--- config.mk ---
export PLATFORM = sky130hd
export DESIGN_NAME = memory_access_cycle_flat
export DESIGN_NICKNAME = d
export VERILOG_FILES = /design/src/rtl/memory_access_cycle_if.sv /design/src/rtl/memory_access_cycle.sv /design/src/flat_wrapper.sv
export SDC_FILE = /design/constraint.sdc
export NUM_CORES = 1
export LEC_CHECK = 0
export ABC_CLOCK_PERIOD_IN_PS = 3000
export BUFFER_PORTS_ARGS = -buffer_cell sky130_fd_sc_hd__buf_2
export CORE_MARGIN = 2
export CORE_UTILIZATION = 55
export CTS_BUF_LIST = sky130_fd_sc_hd__clkbuf_4
export DETAILED_ROUTE_END_ITERATION = 6
export GPL_TIMING_DRIVEN = 0
export HOLD_SLACK_MARGIN = 0.15
export PLACE_DENSITY_LB_ADDON = 0.2
export SETUP_SLACK_MARGIN = 0.1
export SLEW_MARGIN = 30
export SYNTH_ARGS = -nofsm -noshare
export SYNTH_HDL_FRONTEND = slang
export SYNTH_SLANG_ARGS = --single-unit
--- constraint.sdc ---
create_clock -name CLK -period 3 [get_ports CLK]
set_input_delay 0 -clock CLK [delete_from_list [all_inputs] [get_ports CLK]]
set_output_delay 0 -clock CLK [all_outputs]
set_load 0.02 [all_outputs]
--- src/rtl/memory_access_cycle_if.sv ---
// Data-memory request/acknowledge bus between the memory stage and the data memory.
// master: memory stage (drives the request, address, store data and byte enables)
// slave : data memory (drives the read word and the completion strobe)
interface memory_access_cycle_if;
  logic        DMemReq;
  logic        DMemWrite;
  logic [31:0] DMemAddr;
  logic [31:0] DMemWData;
  logic [3:0]  DMemByteEn;
  logic [31:0] DMemRData;
  logic        DMemAck;

  modport master (
    output DMemReq, DMemWrite, DMemAddr, DMemWData, DMemByteEn,
    input  DMemRData, DMemAck
  );

  modport slave (
    input  DMemReq, DMemWrite, DMemAddr, DMemWData, DMemByteEn,
    output DMemRData, DMemAck
  );
endinterface

--- src/rtl/memory_access_cycle.sv ---
// Memory stage of the 5-stage RV32 pipeline: EX/MEM register, data-memory
// handshake, store lane alignment, load extension and upstream stall.
// Ports:
//   CLK, RESET          clock, synchronous active-high reset
//   *E inputs           results and control from the execution stage
//   dmem (master)       data-memory request/acknowledge bus
//   *M outputs          registered EX/MEM contents for forwarding/writeback
//   ReadDataM           extended load result (valid in the completing cycle)
//   StallMem            hold upstream stages and the EX/MEM register
//   MisalignedM         misaligned-access flag
// Optional feature: define MEM_MISALIGN_CHECK_EN to trap misaligned half/word
// accesses instead of silently aligning them.
module memory_access_cycle (
  input  logic                         CLK,
  input  logic                         RESET,
  input  logic [31:0]                  ALUOutE,
  input  logic [31:0]                  PCPlusImmE,
  input  logic [31:0]                  StoreDataE,
  input  logic [5:0]                   ALUSelectE,
  input  logic [4:0]                   WriteAddressE,
  input  logic                         RegWriteE,
  input  logic                         MemReadE,
  input  logic                         MemWriteE,
  input  logic                         JtypeE,
  memory_access_cycle_if.master        dmem,
  output logic [31:0]                  ALUOutM,
  output logic [31:0]                  PCPlusImmM,
  output logic [4:0]                   WriteAddressM,
  output logic                         RegWriteM,
  output logic                         MemReadM,
  output logic                         JtypeM,
  output logic [31:0]                  ReadDataM,
  output logic                         StallMem,
  output logic                         MisalignedM
);
  localparam int unsigned XLEN = 32;
  localparam int unsigned REGW = 5;

  typedef enum logic [1:0] {IDLE = 2'd0, ACCESS = 2'd1, DONE = 2'd2} state_t;

  typedef struct packed {
    logic [XLEN-1:0] alu_out;
    logic [XLEN-1:0] pc_plus_imm;
    logic [XLEN-1:0] store_data;
    logic [2:0]      funct3;
    logic [REGW-1:0] write_address;
    logic            reg_write;
    logic            mem_read;
    logic            mem_write;
    logic            jtype;
  } entry_t;

  state_t          state_q, state_d;
  entry_t          entry_q, entry_d, entry_e;
  logic            stall_q, stall_d;
  logic            req_q, req_d;
  logic            write_q, write_d;
  logic [XLEN-1:0] addr_q, addr_d;
  logic [XLEN-1:0] wdata_q, wdata_d;
  logic [3:0]      be_q, be_d;
  logic [XLEN-1:0] rdata_q, rdata_d;
  logic            advance;
  logic            mem_op;
  logic            misaligned_c;
  logic [1:0]      lane;
  logic [3:0]      be_c;
  logic [XLEN-1:0] wdata_c;
  logic [7:0]      byte_sel;
  logic [15:0]     half_sel;
  logic [XLEN-1:0] load_ext;
  logic            unused_sel;

  // Only funct3 of the operation select matters in this stage
  assign unused_sel = ^ALUSelectE[5:3];

  assign entry_e = '{alu_out: ALUOutE, pc_plus_imm: PCPlusImmE, store_data: StoreDataE,
                     funct3: ALUSelectE[2:0], write_address: WriteAddressE,
                     reg_write: RegWriteE, mem_read: MemReadE, mem_write: MemWriteE,
                     jtype: JtypeE};

  assign mem_op  = entry_q.mem_read | entry_q.mem_write;
  assign lane    = entry_q.alu_out[1:0];
  assign advance = ~stall_q;

`ifdef MEM_MISALIGN_CHECK_EN
  // Half with odd address, or word (funct3[1] set) not on a word boundary
  assign misaligned_c = mem_op &&
                        ((entry_q.funct3[1:0] == 2'b01 && lane[0]) ||
                         (entry_q.funct3[1] && lane != 2'b00));
`else
  assign misaligned_c = 1'b0;
`endif

  // Store lane alignment; byte enables ignore sub-size address bits
  always_comb begin
    be_c    = 4'b1111;
    wdata_c = entry_q.store_data;
    case (entry_q.funct3[1:0])
      2'b00: begin
        be_c    = 4'b0001 << lane;
        wdata_c = {4{entry_q.store_data[7:0]}};
      end
      2'b01: begin
        be_c    = lane[1] ? 4'b1100 : 4'b0011;
        wdata_c = {2{entry_q.store_data[15:0]}};
      end
      default: ;
    endcase
  end

  // Load lane select and extension of the returned word
  always_comb begin
    case (lane)
      2'd0:    byte_sel = dmem.DMemRData[7:0];
      2'd1:    byte_sel = dmem.DMemRData[15:8];
      2'd2:    byte_sel = dmem.DMemRData[23:16];
      default: byte_sel = dmem.DMemRData[31:24];
    endcase
    half_sel = lane[1] ? dmem.DMemRData[31:16] : dmem.DMemRData[15:0];
    case (entry_q.funct3)
      3'b000:  load_ext = {{24{byte_sel[7]}}, byte_sel};
      3'b001:  load_ext = {{16{half_sel[15]}}, half_sel};
      3'b100:  load_ext = {24'd0, byte_sel};
      3'b101:  load_ext = {16'd0, half_sel};
      default: load_ext = dmem.DMemRData;
    endcase
  end

  // Next-state logic
  always_comb begin
    state_d = state_q;
    case (state_q)
      IDLE:    if (mem_op) state_d = misaligned_c ? DONE : ACCESS;
      ACCESS:  if (dmem.DMemAck) state_d = DONE;
      DONE:    state_d = IDLE;
      default: state_d = IDLE;
    endcase
  end

  // Next values of the registered outputs and the EX/MEM register
  always_comb begin
    entry_d = entry_q;
    write_d = write_q;
    addr_d  = addr_q;
    wdata_d = wdata_q;
    be_d    = be_q;
    rdata_d = rdata_q;
    if (advance) begin
      entry_d = entry_e;
      rdata_d = '0;
    end
    // Bus fields are latched once on entry to ACCESS so they stay stable until ack
    if (state_q == IDLE && state_d == ACCESS) begin
      write_d = entry_q.mem_write & ~entry_q.mem_read;
      addr_d  = {entry_q.alu_out[XLEN-1:2], 2'b00};
      wdata_d = wdata_c;
      be_d    = be_c;
    end
    // A trapped access must not write back
    if (state_q == IDLE && state_d == DONE) entry_d.reg_write = 1'b0;
    if (state_q == ACCESS && dmem.DMemAck && entry_q.mem_read) rdata_d = load_ext;
    req_d   = (state_d == ACCESS);
    stall_d = (state_d == ACCESS) ||
              (state_d == IDLE && (entry_d.mem_read || entry_d.mem_write));
  end

  // State and output registers
  always_ff @(posedge CLK) begin
    if (RESET) begin
      state_q <= IDLE;
      entry_q <= '0;
      stall_q <= 1'b0;
      req_q   <= 1'b0;
      write_q <= 1'b0;
      addr_q  <= '0;
      wdata_q <= '0;
      be_q    <= '0;
      rdata_q <= '0;
    end else begin
      state_q <= state_d;
      entry_q <= entry_d;
      stall_q <= stall_d;
      req_q   <= req_d;
      write_q <= write_d;
      addr_q  <= addr_d;
      wdata_q <= wdata_d;
      be_q    <= be_d;
      rdata_q <= rdata_d;
    end
  end

`ifdef MEM_MISALIGN_CHECK_EN
  logic mis_q;

  // One-cycle flag for the IDLE->DONE trap path
  always_ff @(posedge CLK) begin
    if (RESET) mis_q <= 1'b0;
    else       mis_q <= (state_q == IDLE) && (state_d == DONE);
  end

  assign MisalignedM = mis_q;
`else
  assign MisalignedM = 1'b0;
`endif

  assign dmem.DMemReq    = req_q;
  assign dmem.DMemWrite  = write_q;
  assign dmem.DMemAddr   = addr_q;
  assign dmem.DMemWData  = wdata_q;
  assign dmem.DMemByteEn = be_q;
  assign ALUOutM         = entry_q.alu_out;
  assign PCPlusImmM      = entry_q.pc_plus_imm;
  assign WriteAddressM   = entry_q.write_address;
  assign RegWriteM       = entry_q.reg_write;
  assign MemReadM        = entry_q.mem_read;
  assign JtypeM          = entry_q.jtype;
  assign ReadDataM       = rdata_q;
  assign StallMem        = stall_q;
endmodule

--- src/flat_wrapper.sv ---
// flat-port wrapper written by rule: the top's interface ports become plain ports
module memory_access_cycle_flat 
  (CLK, RESET, ALUOutE, PCPlusImmE, StoreDataE, ALUSelectE, WriteAddressE, RegWriteE, MemReadE, MemWriteE, JtypeE, ALUOutM, PCPlusImmM, WriteAddressM, RegWriteM, MemReadM, JtypeM, ReadDataM, StallMem, MisalignedM, dmem_DMemReq, dmem_DMemWrite, dmem_DMemAddr, dmem_DMemWData, dmem_DMemByteEn, dmem_DMemRData, dmem_DMemAck);
  memory_access_cycle_if dmem_i ();
  input  logic CLK;
  input  logic RESET;
  input  logic [31:0] ALUOutE;
  input  logic [31:0] PCPlusImmE;
  input  logic [31:0] StoreDataE;
  input  logic [5:0] ALUSelectE;
  input  logic [4:0] WriteAddressE;
  input  logic RegWriteE;
  input  logic MemReadE;
  input  logic MemWriteE;
  input  logic JtypeE;
  output logic [31:0] ALUOutM;
  output logic [31:0] PCPlusImmM;
  output logic [4:0] WriteAddressM;
  output logic RegWriteM;
  output logic MemReadM;
  output logic JtypeM;
  output logic [31:0] ReadDataM;
  output logic StallMem;
  output logic MisalignedM;
  output wire logic [$bits(dmem_i.DMemReq)-1:0] dmem_DMemReq;
  output wire logic [$bits(dmem_i.DMemWrite)-1:0] dmem_DMemWrite;
  output wire logic [$bits(dmem_i.DMemAddr)-1:0] dmem_DMemAddr;
  output wire logic [$bits(dmem_i.DMemWData)-1:0] dmem_DMemWData;
  output wire logic [$bits(dmem_i.DMemByteEn)-1:0] dmem_DMemByteEn;
  input wire logic [$bits(dmem_i.DMemRData)-1:0] dmem_DMemRData;
  input wire logic [$bits(dmem_i.DMemAck)-1:0] dmem_DMemAck;
  assign dmem_DMemReq = dmem_i.DMemReq;
  assign dmem_DMemWrite = dmem_i.DMemWrite;
  assign dmem_DMemAddr = dmem_i.DMemAddr;
  assign dmem_DMemWData = dmem_i.DMemWData;
  assign dmem_DMemByteEn = dmem_i.DMemByteEn;
  assign dmem_i.DMemRData = dmem_DMemRData;
  assign dmem_i.DMemAck = dmem_DMemAck;
  memory_access_cycle u_core (.CLK(CLK), .RESET(RESET), .ALUOutE(ALUOutE), .PCPlusImmE(PCPlusImmE), .StoreDataE(StoreDataE), .ALUSelectE(ALUSelectE), .WriteAddressE(WriteAddressE), .RegWriteE(RegWriteE), .MemReadE(MemReadE), .MemWriteE(MemWriteE), .JtypeE(JtypeE), .dmem(dmem_i), .ALUOutM(ALUOutM), .PCPlusImmM(PCPlusImmM), .WriteAddressM(WriteAddressM), .RegWriteM(RegWriteM), .MemReadM(MemReadM), .JtypeM(JtypeM), .ReadDataM(ReadDataM), .StallMem(StallMem), .MisalignedM(MisalignedM));
endmodule
==> reports/results.tsv, run 1 <==
stage	metric	value	unit
setup_path	CP startpoint kind	flip-flop	
floorplan	die width	130	microns
detailed_routing	vias per cell	5.80	
setup_path	R2R cell count	7	
final_layout	Multi-input gate area	0.00365	sq mm
pwr	P per Cell Area	642	mW/mm^2
timing	Total Neg Setup Slack	0	ps
detailed_routing	Wirelength per Cell	21.7	microns
logic_synthesis	asr flop ratio synth	0	
floorplan	Top-Level Pins	322	
setup_path	Worst EP required	3620	ps
clocking	clk root buf	clkbuf_4	
global_routing	GRT overflow	0	
place	RePlAce Congestion	0.889	
logic_synthesis	synthesized area per cell	9.12	sq um
timing	fin crit period	2850	ps
logic_synthesis	post-synth cell types	35	
clocking	TritonCTS clock tree	yes	
setup_path	critical path peak fanout	10	
logic_synthesis	Cells after Synth	958	
timing	clk_skew	26.7	ps
pwr	maximum VDD drop	0.391	mV
clocking	Clock H-tree levels	2	
worst_hold_path	Hold Crit Depth	3	
global_routing	pin count of the biggest net entering global routing	14	
detailed_routing	DRT antenna net count	0	
clocking	CTS clock-pin slew for the worst setup and hold paths	90	ps
clocking	total CTS buffers	53	
timing	Worst-Margin Slew	906	ps
detailed_routing	initial DRC count	1170	
outcome	status	finished clean	
worst_hold_path	HP Start	dmem_DMemAck	
global_routing	GRT Resource Usage Total	0.469	
place	DP HPWL	18400	microns
setup_path	Data arrival, critical path	3460	ps
clocking	CTS Sinks	211	
final_layout	share of cells above drive strength 1	0.315	
floorplan	CORE AREA	0.0157	sq mm
final_layout	register area	0.00422	sq mm
final_layout	NumNets Final	1759	
logic_synthesis	Yosys top cell area share	0.483	
worst_hold_path	Hold Crit Class	in2reg	
job	MaxCap Viol Count	0	
logic_synthesis	synthesis-stage register bit count	211	
floorplan	Initial Util	0.556	
final_layout	fin util	0.895	
timing	Final Worst Setup Slack	152	ps
clocking	Setup Buffers After CTS	0	
logic_synthesis	Yosys Warn Count	0	
final_layout	# fillers	671	
logic_synthesis	Synth area leader	dfxtp_1	
setup_path	Crit Path Class	reg2reg	
pwr	Tot Pwr	9020	uW
setup_path	Reg2Reg Setup Slack	150	ps
global_routing	initial antenna violation count	3	
global_routing	number of global-route vias before repair	11300	
detailed_routing	DRC Markers	0	
final_layout	Synth-to-Final Area Change	60.8	%
detailed_routing	total iterations of the first detailed-routing run	7	
worst_hold_path	Min-Delay Endpoint	u_core.state_q[1]$_SDFF_PP0_	
setup_path	nature of the critical path endpoint	flip-flop	
floorplan	die area	0.0169	sq mm
detailed_routing	via count	10800	
clocking	clk_lat worst skew	680	ps
timing	Final Setup Violations	0	
detailed_routing	final wirelength	40500	microns
setup_path	worst r2r dst	u_core.ReadDataM[3]$_SDFFE_PP0P_	
logic_synthesis	Seq/Total Area, Yosys	0.483	
logic_synthesis	Post-Synthesis Cell Area	0.00874	sq mm
timing	slew margin rel.	0.396	
pwr	Leak	0.00679	uW
timing	Slew Viols, Final	0	
timing	Highest Clock Rate	351	MHz
floorplan	Vert. Die Dim	130	microns
timing	post-route clock period utilization	0.949	
logic_synthesis	ys flop type	dfxtp_1	
timing	RSZ-0062 raised after global routing	false	
global_routing	first-pass GRT wire length	60500	microns
setup_path	worst reg2reg startpoint	u_core.ALUOutM[1]$_SDFFE_PP0N_	
clocking	clock buffer depth	3	
place	pre-CTS WS	1320	ps
logic_synthesis	Post-synth EDFFs	0	
floorplan	number of cell rows	46	
logic_synthesis	main area contributors after synthesis	dfxtp_1, mux2i_1, buf_4	
timing	Hold Violations, Final	0	
place	port bufs	314	
-- layout make-up --
class / instances / share of cell area
inverters: 3 / 0.000801
well taps: 216 / 0.0192
diodes: 1 / 0.000178
clock inverters: 10 / 0.00276
repair buffers: 598 / 0.314
multi-input cells: 602 / 0.260
clock buffers: 77 / 0.0411
plain buffers: 144 / 0.0620
flip-flops and latches: 211 / 0.300
-- power by group --
group	switching, uW	leakage (uW)	internal, uW
sequential	302	0.00173	3160
combinational	1840	0.00468	1290
clock	1260	0.000375	1160
-- timing repair --
action	4_1_cts	5_1_grt
endpoints found under the setup margin	0	2
gates resized for setup	0	1
endpoints found under the hold margin	154	0
hold buffers	284	0
-- state kept, by name, indices dropped and copies added, names as in the netlist, 2 cells and up --
register / count
u_core.ALUOutM: 32
u_core.dmem.DMemByteEn: 4
u_core.ReadDataM: 32
u_core.PCPlusImmM: 32
u_core.dmem.DMemAddr: 30
u_core.state_q: 2
u_core.dmem.DMemWData: 32
u_core.entry_q: 36
u_core.WriteAddressM: 5
-- worst max path at each step --
stage	startpoint	endpoint	slack [ps]	cells past startpoint
6_report	u_core.ALUOutM[1]$_SDFFE_PP0N_	u_core.ReadDataM[3]$_SDFFE_PP0P_	150	7
5_1_grt	u_core.ALUOutM[1]$_SDFFE_PP0N_	u_core.ReadDataM[3]$_SDFFE_PP0P_	150	7
4_1_cts	u_core.ALUOutM[1]$_SDFFE_PP0N_	u_core.ReadDataM[3]$_SDFFE_PP0P_	270	7
3_5_place_dp	u_core.ALUOutM[1]$_SDFFE_PP0N_	u_core.ReadDataM[5]$_SDFFE_PP0P_	1320	5
3_3_place_gp	u_core.MemReadM$_SDFF_PP0_	u_core.ReadDataM[22]$_SDFFE_PP0P_	1320	6
2_1_floorplan	u_core.MemReadM$_SDFF_PP0_	u_core.ReadDataM[14]$_SDFFE_PP0P_	1490	4
-- worst max-delay path, cell delays in order (launching register included) --
cell and delay [ps]:
dfxtp_1 430, buf_4 220, clkinv_1 290, a21oi_4 360, o21ai_0 120, dlygate4sd3_1 570, a22oi_1 190, dlygate4sd3_1 620
-- synthesized netlist by cell type (all sizes together), types with 2 or more instances --
cell	instances
dfxtp	211
nand2	146
nor2	141
mux2i	125
buf	115
a21oi	68
clkbuf	29
o21ai	25
a211oi	20
a32oi	16
a22oi	15
a311oi	9
a32o	8
a22o	7
nand2b	3
or3	3
inv	2
mux2	2
nor2b	2
-- routing by layer --
layer  wire, microns  global-route usage  share of wire  vias to the layer above
met4            3850               0.387          0.095                        2
met5              12                   0        0.00030                        -
met2           19000               0.794           0.47                      981
met3            4440               0.164           0.11                      345
li1                -                   -              -                     4541
met1           13200               0.463           0.33                     4938
-- cells in the final DEF (no fill, tap or decap), drive strengths merged --
cell,instances
buf,429
dlygate4sd3,284
dfxtp,211
nand2,146
nor2,141
mux2i,125
clkbuf,106
a21oi,68
o21ai,25
a211oi,20
a32oi,16
a22oi,15
clkinv,10
a311oi,9
a32o,8
a22o,7
or3,3
nand2b,3
conb,3
inv,3
mux2,2
nor2b,2
diode,1
o21a,1
o22ai,1
nor4b,1
and4b,1
o2111ai,1
nor3b,1
o41a,1
and2b,1
nor3,1
-- through the flow --
| stage | hold slack, ps | cell area [sq um] | cells |
|---|---|---|---|
| 2_1_floorplan | 144 | 8750 | 960 |
| 3_3_place_gp | 228 | 10600 | 1490 |
| 3_5_place_dp | 237 | 10600 | 1490 |
| 4_1_cts | 152 | 14000 | 1861 |
| 5_1_grt | 205 | 14100 | 1862 |
| 6_report | 222 | 14100 | 1862 |
-- cell families (layout without fill, tap and decap cells) --
group,after synthesis,count (layout),share of synthesized area
simple gates,300,300,0.134
flops,211,211,0.483
compound gates,172,172,0.135
other cells,1,4,0.000429
buf+inv,147,832,0.101
mux,127,127,0.147
(Power assumes the default switching activity.)
==> inputs of run 2 (changes only) <==
--- a/config.mk
+++ b/config.mk
@@ -5,14 +5,16 @@
 export SDC_FILE = /design/constraint.sdc
 export NUM_CORES = 1
 export LEC_CHECK = 0
-export ABC_CLOCK_PERIOD_IN_PS = 3000
+export ABC_CLOCK_PERIOD_IN_PS = 3450
 export BUFFER_PORTS_ARGS = -buffer_cell sky130_fd_sc_hd__buf_2
 export CORE_MARGIN = 2
 export CORE_UTILIZATION = 55
 export CTS_BUF_LIST = sky130_fd_sc_hd__clkbuf_4
+export CTS_CLUSTER_SIZE = 25
 export DETAILED_ROUTE_END_ITERATION = 6
 export GPL_TIMING_DRIVEN = 0
 export HOLD_SLACK_MARGIN = 0.15
+export MAX_ROUTING_LAYER = met4
 export PLACE_DENSITY_LB_ADDON = 0.2
 export SETUP_SLACK_MARGIN = 0.1
 export SLEW_MARGIN = 30
==> constraint.sdc (replaced) <==
create_clock -name CLK -period 3.45 [get_ports CLK]
set_input_delay 0 -clock CLK [delete_from_list [all_inputs] [get_ports CLK]]
set_output_delay 0 -clock CLK [all_outputs]
set_load 0.02 [all_outputs]
==> run 2 against run 1 <==
Against the previous run:
- via count rose by 0.31%
- final area barely moved
- sequential cell count did not move
- worst setup slack improved by 320 ps
- sequential power fell by 13%
- largest cell class unchanged
- highest routed layer is now met4
==> reports/results.tsv, run 2 (synthesis results as in run 1) <==
stage	metric	value	unit	change
clocking	clock buffer depth	3		unchanged
place	pre-CTS WS	1770	ps	+450 ps
global_routing	GRT Resource Usage Total	0.483		+0.0141
global_routing	first-pass GRT wire length	60500	microns	-0.11%
clocking	TritonCTS clock tree	yes		
timing	Worst-Margin Slew	890	ps	-15.5 ps
final_layout	most flop-heavy register	u_core.entry_q		
clocking	CTS Sinks	211		unchanged
setup_path	Crit Path Class	reg2reg		
setup_path	Crit path top cell by count	dlygate4sd3_1		
clocking	total CTS buffers	53		unchanged
outcome	status	finished clean		
timing	Final Worst Setup Slack	469	ps	+317 ps
floorplan	die width	130	microns	unchanged
floorplan	Initial Util	0.556		unchanged
floorplan	Top-Level Pins	322		unchanged
clocking	Setup Buffers After CTS	0		unchanged
floorplan	CORE AREA	0.0157	sq mm	unchanged
setup_path	CP Cell Sequence	buf_4 > clkinv_1 > a21oi_2 > o21ai_0 > dlygate4sd3_1 > a22oi_1 > dlygate4sd3_1		
place	DP HPWL	18400	microns	unchanged
final_layout	Synth-to-Final Area Change	60.8	%	about the same
place	RePlAce Congestion	0.904		+1.7%
setup_path	worst path buffer plus inverter count	4		unchanged
timing	post-route clock period utilization	0.864		-0.0852
global_routing	number of global-route vias before repair	11300		-0.080%
floorplan	Vert. Die Dim	130	microns	unchanged
setup_path	Critical-path top delay cell	dlygate4sd3_1		
final_layout	commonest non-fill, non-tap cell in the layout	buf_2		
floorplan	die area	0.0169	sq mm	unchanged
detailed_routing	initial DRC count	1340		+15%
setup_path	worst stage delay on the critical path	620	ps	about the same
detailed_routing	vias per cell	5.82		+0.20%
detailed_routing	DRT antenna net count	0		unchanged
setup_path	Data arrival, critical path	3610	ps	+150 ps
final_layout	# fillers	670		-0.15%
detailed_routing	DRC Markers	0		unchanged
setup_path	cell family with most CP delay	buffers and inverters		
pwr	Leak	0.00678	uW	about the same
clocking	clk root buf	clkbuf_4		
final_layout	Final Non-Filler Cells	1864		+0.11%
pwr	P per Cell Area	559	mW/mm^2	-13%
floorplan	number of cell rows	46		unchanged
timing	Hold Violations, Final	0		unchanged
worst_hold_path	Hold Crit Class	in2reg		
detailed_routing	final wirelength	40500	microns	about the same
final_layout	NumNets Final	1759		unchanged
final_layout	fin util	0.895		about the same
setup_path	Worst EP required	4080	ps	+460 ps
final_layout	share of cells above drive strength 1	0.315		unchanged
global_routing	initial antenna violation count	3		unchanged
timing	Slew Viols, Final	0		unchanged
place	port bufs	314		unchanged
timing	clk_skew	29.9	ps	+3.14 ps
timing	hold slack	203	ps	-19.5 ps
clocking	clk_lat worst skew	700	ps	+20 ps
pwr	maximum VDD drop	0.340	mV	-13%
global_routing	GRT overflow	0		unchanged
final_layout	max reg flops	36		unchanged
timing	slew margin rel.	0.406		+0.0103
place	Placed Instances	1490		unchanged
detailed_routing	via count	10800		+0.31%
setup_path	CP startpoint kind	flip-flop		
job	MaxCap Viol Count	0		unchanged
setup_path	nature of the critical path endpoint	flip-flop		
final_layout	most frequent cells in the layout	buf_2, dlygate4sd3_1, dfxtp_1, nand2_1, nor2_1		
timing	Highest Clock Rate	335	MHz	-4.5%
timing	Total Neg Setup Slack	0	ps	unchanged
timing	Final Setup Violations	0		unchanged
timing	RSZ-0062 raised after global routing	false		
global_routing	pin count of the biggest net entering global routing	14		unchanged
setup_path	critical path peak fanout	10		unchanged
detailed_routing	Wirelength per Cell	21.7	microns	about the same
detailed_routing	total iterations of the first detailed-routing run	7		unchanged
timing	fin crit period	2980	ps	+133 ps
clocking	CTS clock-pin slew for the worst setup and hold paths	90	ps	about the same
clocking	Clock H-tree levels	2		unchanged
-- run 2: worst reg2reg max path, cell delays in order (launching register included) --
cell	delay (ps)
dfxtp_1	430
buf_4	220
clkinv_1	280
a21oi_2	480
o21ai_0	130
dlygate4sd3_1	570
a22oi_1	190
dlygate4sd3_1	620
-- run 2: final cells by class --
| class | count | area (sq um) | area share |
|---|---|---|---|
| Antenna cell | 3 | 7.51 | 0.000534 |
| Buffer | 144 | 872 | 0.0620 |
| Clock buffer | 77 | 578 | 0.0411 |
| Clock inverter | 10 | 38.8 | 0.00276 |
| Inverter | 3 | 11.3 | 0.000801 |
| Multi-Input combinational cell | 602 | 3640 | 0.259 |
| Sequential cell | 211 | 4220 | 0.300 |
| Tap cell | 216 | 270 | 0.0192 |
| Timing Repair Buffer | 598 | 4410 | 0.314 |
-- run 2: where the power goes --
group	switching [uW]	internal (uW)	total, uW
sequential	263	2750	3010
clock	1110	1010	2120
combinational	1610	1120	2730
total	2980	4880	7860
-- run 2: path summary, 6_finish.rpt --
path | from | end | slack [ps] | cells after the start
min | dmem_DMemAck | u_core.state_q[1]$_SDFF_PP0_ | 200 | 3
max | u_core.ALUOutM[1]$_SDFFE_PP0N_ | u_core.ReadDataM[3]$_SDFFE_PP0P_ | 470 | 7
min reg2reg | u_core.dmem.DMemWData[28]$_SDFFE_PP0P_ | u_core.dmem.DMemWData[28]$_SDFFE_PP0P_ | 450 | 2
max reg2reg | u_core.ALUOutM[1]$_SDFFE_PP0N_ | u_core.ReadDataM[3]$_SDFFE_PP0P_ | 470 | 7
-- run 2: layer usage --
metal,share of wire,vias to the layer above,global-route usage
met2,0.47,1009,0.796
met4,0.094,0,0.389
met3,0.11,369,0.153
li1,-,4540,-
met1,0.33,4922,0.466
met5,0,-,-
-- run 2: per-stage QoR --
step                      power [uW]  area [sq um]
final                           7860         14100
after detailed placement        5240         10600
after CTS                       7440         14000
after floorplan                 4560          8750
after global placement          5200         10600
after global routing            8080         14100
-- run 2: timing repair --
action                    4_1_cts  5_1_grt
hold endpoints to repair      154        0
resized for setup               0        0
hold buffers                  284        0
